==> src/rtl/bcd_scan_display_if.sv <==
// Bundles the display stage's value input with its converted and scanned outputs.
// master drives value; slave is the display stage itself.
interface bcd_scan_display_if #(
    parameter int WIDTH  = 8,
    parameter int DIGITS = 3
);
    logic [WIDTH-1:0]    value;
    logic [DIGITS-1:0]   an;
    logic [6:0]          seg;
    logic [4*DIGITS-1:0] bcd;
    logic                busy;

    modport master (output value, input an, seg, bcd, busy);
    modport slave  (input value, output an, seg, bcd, busy);
endinterface

==> src/rtl/bcd_scan_display.sv <==
// Binary-to-BCD double-dabble converter feeding a multiplexed common-anode 7-segment scan.
// Optional LEADING_ZERO_BLANK_EN blanks leading zero digits (digit 0 is always shown).
//
// state | meaning
// IDLE  | waiting for a pending request or a changed value
// SHIFT | WIDTH add-3/shift iterations on the scratch register
// LATCH | publish scratch to bcd, record the converted value
module bcd_scan_display #(
    parameter int WIDTH      = 8,
    parameter int DIGITS     = 3,
    parameter int SCAN_DIV   = 100000,
    parameter bit ACTIVE_LOW = 1'b1
) (
    input logic               clk,
    input logic               rst_n,
    bcd_scan_display_if.slave bus
);
    localparam int BCD_W = 4 * DIGITS;
    localparam int CNT_W = (WIDTH > 1) ? $clog2(WIDTH) : 1;
    localparam int PRE_W = (SCAN_DIV > 1) ? $clog2(SCAN_DIV) : 1;
    localparam int IDX_W = (DIGITS > 1) ? $clog2(DIGITS) : 1;

    typedef enum logic [1:0] {IDLE, SHIFT, LATCH} state_t;
    state_t state, state_nxt;

    logic [WIDTH-1:0] value_cap, bin_sr, last_value;
    logic [BCD_W-1:0] scratch, scratch_adj, bcd_q;
    logic [CNT_W-1:0] shift_cnt;
    logic             pending, busy_q, start;

    assign start = pending || (bus.value != last_value);

    always_ff @(posedge clk) begin
        if (!rst_n) state <= IDLE;
        else        state <= state_nxt;
    end

    always_comb begin
        state_nxt = state;
        case (state)
            IDLE:    if (start) state_nxt = SHIFT;
            SHIFT:   if (shift_cnt == '0) state_nxt = LATCH;
            LATCH:   state_nxt = IDLE;
            default: state_nxt = IDLE;
        endcase
    end

    always_comb begin
        scratch_adj = scratch;
        for (int i = 0; i < DIGITS; i++) begin
            if (scratch[4*i +: 4] >= 4'd5) scratch_adj[4*i +: 4] = scratch[4*i +: 4] + 4'd3;
        end
    end

    // Reset discards any conversion in flight and forces a fresh one via pending.
    always_ff @(posedge clk) begin
        if (!rst_n) begin
            pending    <= 1'b1;
            busy_q     <= 1'b0;
            bcd_q      <= '0;
            scratch    <= '0;
            bin_sr     <= '0;
            value_cap  <= '0;
            last_value <= '0;
            shift_cnt  <= '0;
        end else begin
            case (state)
                IDLE: if (start) begin
                    value_cap <= bus.value;
                    bin_sr    <= bus.value;
                    scratch   <= '0;
                    busy_q    <= 1'b1;
                    pending   <= 1'b0;
                    shift_cnt <= CNT_W'(WIDTH - 1);
                end
                SHIFT: begin
                    {scratch, bin_sr} <= {scratch_adj, bin_sr} << 1;
                    shift_cnt         <= shift_cnt - CNT_W'(1);
                end
                LATCH: begin
                    bcd_q      <= scratch;
                    last_value <= value_cap;
                    busy_q     <= 1'b0;
                end
                default: ;
            endcase
        end
    end

    logic [PRE_W-1:0] pre_cnt;
    logic [IDX_W-1:0] idx;

    always_ff @(posedge clk) begin
        if (!rst_n) begin
            pre_cnt <= '0;
            idx     <= '0;
        end else if (pre_cnt == PRE_W'(SCAN_DIV - 1)) begin
            pre_cnt <= '0;
            idx     <= (idx == IDX_W'(DIGITS - 1)) ? '0 : idx + IDX_W'(1);
        end else begin
            pre_cnt <= pre_cnt + PRE_W'(1);
        end
    end

    function automatic logic [6:0] decode(input logic [3:0] d);
        case (d)
            4'd0:    decode = 7'h3F;
            4'd1:    decode = 7'h06;
            4'd2:    decode = 7'h5B;
            4'd3:    decode = 7'h4F;
            4'd4:    decode = 7'h66;
            4'd5:    decode = 7'h6D;
            4'd6:    decode = 7'h7D;
            4'd7:    decode = 7'h07;
            4'd8:    decode = 7'h7F;
            4'd9:    decode = 7'h6F;
            default: decode = 7'h00;
        endcase
    endfunction

    logic [3:0]        digit;
    logic              blank;
    logic [DIGITS-1:0] an_raw;
    logic [6:0]        seg_raw;
`ifdef LEADING_ZERO_BLANK_EN
    logic [DIGITS-1:0] lz_mask;
    logic              hi_zero;

    always_comb begin
        hi_zero = 1'b1;
        lz_mask = '0;
        for (int i = DIGITS - 1; i >= 0; i--) begin
            hi_zero    = hi_zero && (bcd_q[4*i +: 4] == 4'd0);
            lz_mask[i] = hi_zero && (i != 0);
        end
    end
`endif

    always_comb begin
        digit  = 4'd0;
        blank  = 1'b0;
        an_raw = '0;
        for (int i = 0; i < DIGITS; i++) begin
            if (idx == IDX_W'(i)) begin
                digit = bcd_q[4*i +: 4];
`ifdef LEADING_ZERO_BLANK_EN
                blank = lz_mask[i];
`endif
                an_raw[i] = 1'b1;
            end
        end
        if (blank) an_raw = '0;
        seg_raw = blank ? 7'h00 : decode(digit);
    end

    logic [DIGITS-1:0] an_q;
    logic [6:0]        seg_q;

    always_ff @(posedge clk) begin
        if (!rst_n) begin
            an_q  <= {DIGITS{ACTIVE_LOW}};
            seg_q <= {7{ACTIVE_LOW}};
        end else begin
            an_q  <= ACTIVE_LOW ? ~an_raw : an_raw;
            seg_q <= ACTIVE_LOW ? ~seg_raw : seg_raw;
        end
    end

    assign bus.an   = an_q;
    assign bus.seg  = seg_q;
    assign bus.bcd  = bcd_q;
    assign bus.busy = busy_q;
endmodule

==> src/flat_wrapper.sv <==
// flat-port wrapper written by rule: the top's interface ports become plain ports
module bcd_scan_display_flat 
#(
    parameter int WIDTH      = 8,
    parameter int DIGITS     = 3,
    parameter int SCAN_DIV   = 100000,
    parameter bit ACTIVE_LOW = 1'b1
)
  (clk, rst_n, bus_value, bus_an, bus_seg, bus_bcd, bus_busy);
  bcd_scan_display_if #(.WIDTH(WIDTH), .DIGITS(DIGITS)) bus_i ();
  input logic clk;
  input logic rst_n;
  input wire logic [$bits(bus_i.value)-1:0] bus_value;
  output wire logic [$bits(bus_i.an)-1:0] bus_an;
  output wire logic [$bits(bus_i.seg)-1:0] bus_seg;
  output wire logic [$bits(bus_i.bcd)-1:0] bus_bcd;
  output wire logic [$bits(bus_i.busy)-1:0] bus_busy;
  assign bus_i.value = bus_value;
  assign bus_an = bus_i.an;
  assign bus_seg = bus_i.seg;
  assign bus_bcd = bus_i.bcd;
  assign bus_busy = bus_i.busy;
  bcd_scan_display #(.WIDTH(WIDTH), .DIGITS(DIGITS), .SCAN_DIV(SCAN_DIV), .ACTIVE_LOW(ACTIVE_LOW)) u_core (.clk(clk), .rst_n(rst_n), .bus(bus_i));
endmodule
==> config.mk <==
export PLATFORM = sky130hd
export DESIGN_NAME = bcd_scan_display_flat
export DESIGN_NICKNAME = d
export VERILOG_FILES = /design/src/rtl/bcd_scan_display_if.sv /design/src/rtl/bcd_scan_display.sv /design/src/flat_wrapper.sv
export SDC_FILE = /design/constraint.sdc
export NUM_CORES = 1
export LEC_CHECK = 0
export BUFFER_PORTS_ARGS = -buffer_cell sky130_fd_sc_hd__buf_2
export CAP_MARGIN = 10
export CORE_MARGIN = 10
export CORE_UTILIZATION = 25
export DETAILED_ROUTE_END_ITERATION = 16
export PLACE_DENSITY = 0.45
export SYNTH_ARGS = -nofsm -noshare
export SYNTH_HDL_FRONTEND = slang
export SYNTH_SLANG_ARGS = --single-unit
==> constraint.sdc <==
create_clock -name clk -period 2 [get_ports clk]
set_input_delay 0.4 -clock clk [delete_from_list [all_inputs] [get_ports clk]]
set_output_delay 0.4 -clock clk [all_outputs]
set_load 0.02 [all_outputs]
==> impl_results.md <==
- Status: complete, no violations
- Initial Util: 0.253
- Worst Hold Class: input pin to flip-flop
- Sequential area share after synthesis: 0.438
- Routability Congestion: 0.784
- Count of cell types in the netlist: 43
- Required time of the worst setup path: 2250 ps
- Setup Viol. Count Final: 0
- Largest net degree at the start of global routing: 27
- First-pass GRT wire length: 14600 um
- Die area: roughly 21000 um2
- CP Data Arrival Time: roughly 2000 ps
- Die width: roughly 140 um
- Hold_sp: bus_value[0]
- Int Pwr: between 2 and 3 mW
- Power per cell area: 808 nW/um2
- Clock transition at path regs: 60 ps
- Hold Buf Count CTS: 0
- Logic pwr share: 0.101
- RSZ-0062 raised after global routing: false
- Crit. End Element: flip-flop
- Total GRT Usage: 0.0864
- Final antenna-violating net count: 0
- Worst-Margin Slew: 849 ps
- Overflow after GRT: 0
- Synth warnings: 0
- Final min period: between 1500 and 2000 ps
- Startpoint Class: flip-flop
- Slew Limit Fails: 0
- Post CTS Setup Buffer Count: 0
- FMAX: 572 MHz
- Die height: between 100 and 150 um
- Mean post-synth cell area: between 8 and 9 um2
- Post-CTS sizing: 0
- Sw Share: 0.243
- Drt drc: 0
- CTS sink cnt: 84
- Slew Limit Headroom: 0.432
- Worst-Skew Late Latency: about 330 ps
- Synth async-reset ratio: 0
- WHS Endpoint: u_core.bin_sr[0]
- Post-synth top area cell: dfxtp_1
- Leak Pwr: 1.72 nW
- CTS tree: yes
- Total CTS buffers: 9
- Synth top cells by count: dfxtp_1 (84), nand2_1 (79), nor2_1 (31)
- Syn Nets: between 400 and 500
- Post-synth EDFFs: 0
- CP Max Fanout: 5
- Main flop type after synthesis: dfxtp_1
- IO Port Bufs: 32
- Worst Hold Depth: 3
- Clock skew: 4.88 ps
- Root Driver: clkbuf_16
- Setup TNS: 0 ps
- TritonRoute pass-1 iters: 4
- Fill count: 1637
- GRT met2 Usage: 0.138
- Reg2reg start: u_core.idx[1]
- Final period util: 0.874
- Area after DPL: approximately 4300 um2
- Diodes inserted: 0
- Met3 Usage GRT: 0.0287
- Cells after Synth: 447
- Final instance area: ~4600 um2
- Routed wire length: between 8000 and 9000 um
- Wirelength per Cell: between 10 and 15 um
- CORE AREA: ~15000 um2
- Area contributors post-synth: dfxtp_1 (44%), nand2_1 (7.7%), ha_1 (4.6%)
- Via count: 3082
- Reg power frac: 0.485
- Number of synthesized register bits: 84
- Met1 Use GR: 0.108
- # Max-Cap Violations: 0
- Post-DP HPWL: 6250 um
- Top cell type's share of synthesized area: 0.438
- Placed cell count: 665
- Peak VDD IR: ~0.44 mV
- IO Count: 33
- Initial antenna violation count: 0
- Post-synthesis cell area: 3840 um2
- Worst r2r path cells: 7
- Net Switching: around 0.90 mW
- Final Hold Vio Count: 0
- Setup slack at placement: about 130 ps
- Flop2flop setup slack: 250 ps
- Clk buf depth: 2
- R2r endpoint: u_core.bus.seg[5]
- Final worst slack: between 200 and 300 ps
- Final std cells w/o fill: slightly below 700
- Clk pwr share: 0.414
- Htree depth: 3
- Starting DRT DRC Count: approximately 130
- Sequential cell area: 1680 um2
- Crit Path Class: flip-flop to flip-flop
- Share of layout cells above drive strength 1: 0.148
- Nets: 512
- Area added between synthesis and finish: 19.0%
- Most used routing layer: met2
- Most common cell in the netlist: dfxtp_1
- Multi-input gate area: 2000 um2
- Num rows: 45
- Routed vias/inst: approximately 4.5
- Vias in the first global route: 3013
-- final cells by class --
| cell class | instances | share of cell area |
|---|---|---|
| multi-input cells | 325 | 0.437 |
| flip-flops and latches | 84 | 0.368 |
| repair buffers | 53 | 0.0723 |
| well taps | 188 | 0.0515 |
| clock buffers | 13 | 0.0570 |
| inverters | 15 | 0.0123 |
| clock inverters | 2 | 0.00219 |
-- per-stage QoR --
stage                     hold WS [ps]   util  power, mW
after floorplan                    412      -       2.08
after global placement             424  0.284       2.20
after detailed placement           442  0.284       2.21
after CTS                          335  0.302       3.76
after global routing               356  0.302       3.88
final                              349  0.302       3.69
-- worst max-delay path by stage --
| stage | from | endpoint |
|---|---|---|
| after detailed placement | bus_value[7] | u_core.shift_cnt[2] |
| final | u_core.idx[1] | u_core.bus.seg[5] |
| after global routing | u_core.idx[1] | u_core.bus.seg[5] |
| after floorplan | u_core.idx[1] | u_core.bus.seg[6] |
| after global placement | bus_value[7] | u_core.shift_cnt[1] |
| after CTS | u_core.idx[1] | u_core.bus.seg[5] |
-- cell usage in the layout, fill, tap and decap left out, types with 5 or more instances in the layout --
cell       instances
xor2_1            19
dfxtp_1           84
o21ai_0           15
buf_2             32
xnor2_1            7
ha_1              14
nand2b_1           5
nor2_1            31
buf_4             20
o21ai_1           16
o22ai_1            6
a21boi_0          20
nand3b_1           8
mux2i_1            9
clkbuf_16          9
a21oi_1           10
nand3_1           29
inv_1             15
a31oi_1            7
nor3_1             5
nand2_1           79
a21boi_1          10
-- worst max-delay path, stage by stage, from the launching register on --
cell and delay [ps]:
dfxtp_1 460, mux2i_1 130, o2bb2ai_1 400, inv_1 150
ha_1 220, nor2_1 110, a21oi_1 50, o21ai_0 160
-- power groups by stage --
stage | clock (mW) | sequential (mW) | combinational, mW
floorplan | 0 | 1.83 | 0.251
global placement | 0 | 1.82 | 0.375
detailed placement | 0 | 1.83 | 0.379
CTS | 1.59 | 1.79 | 0.380
global route | 1.65 | 1.80 | 0.426
finish | 1.53 | 1.79 | 0.372
-- state kept, by name (all words and copies together), names as in the netlist --
name               cells
u_core.bin_sr          8
u_core.bus.an          3
u_core.bus.bcd        12
u_core.bus.busy        1
u_core.bus.seg         7
u_core.idx             2
u_core.last_value      8
u_core.pending         1
u_core.pre_cnt        17
u_core.scratch        12
u_core.shift_cnt       3
u_core.state           2
u_core.value_cap       8
-- routing by layer --
metal	share of wire	vias up
met5	0	-
met4	0.0034	0
met3	0.034	4
met2	0.45	32
met1	0.51	1441
li1	-	1605
-- cells by family after synthesis --
family          after synthesis  share of synthesized area
simple gates                181                      0.227
compound gates               95                      0.165
flops                        84                      0.438
buf+inv                      38                     0.0420
xor+xnor                     26                     0.0593
fa+ha+maj                    14                     0.0456
mux                           9                     0.0235
Power figures use the tool's default switching activity.
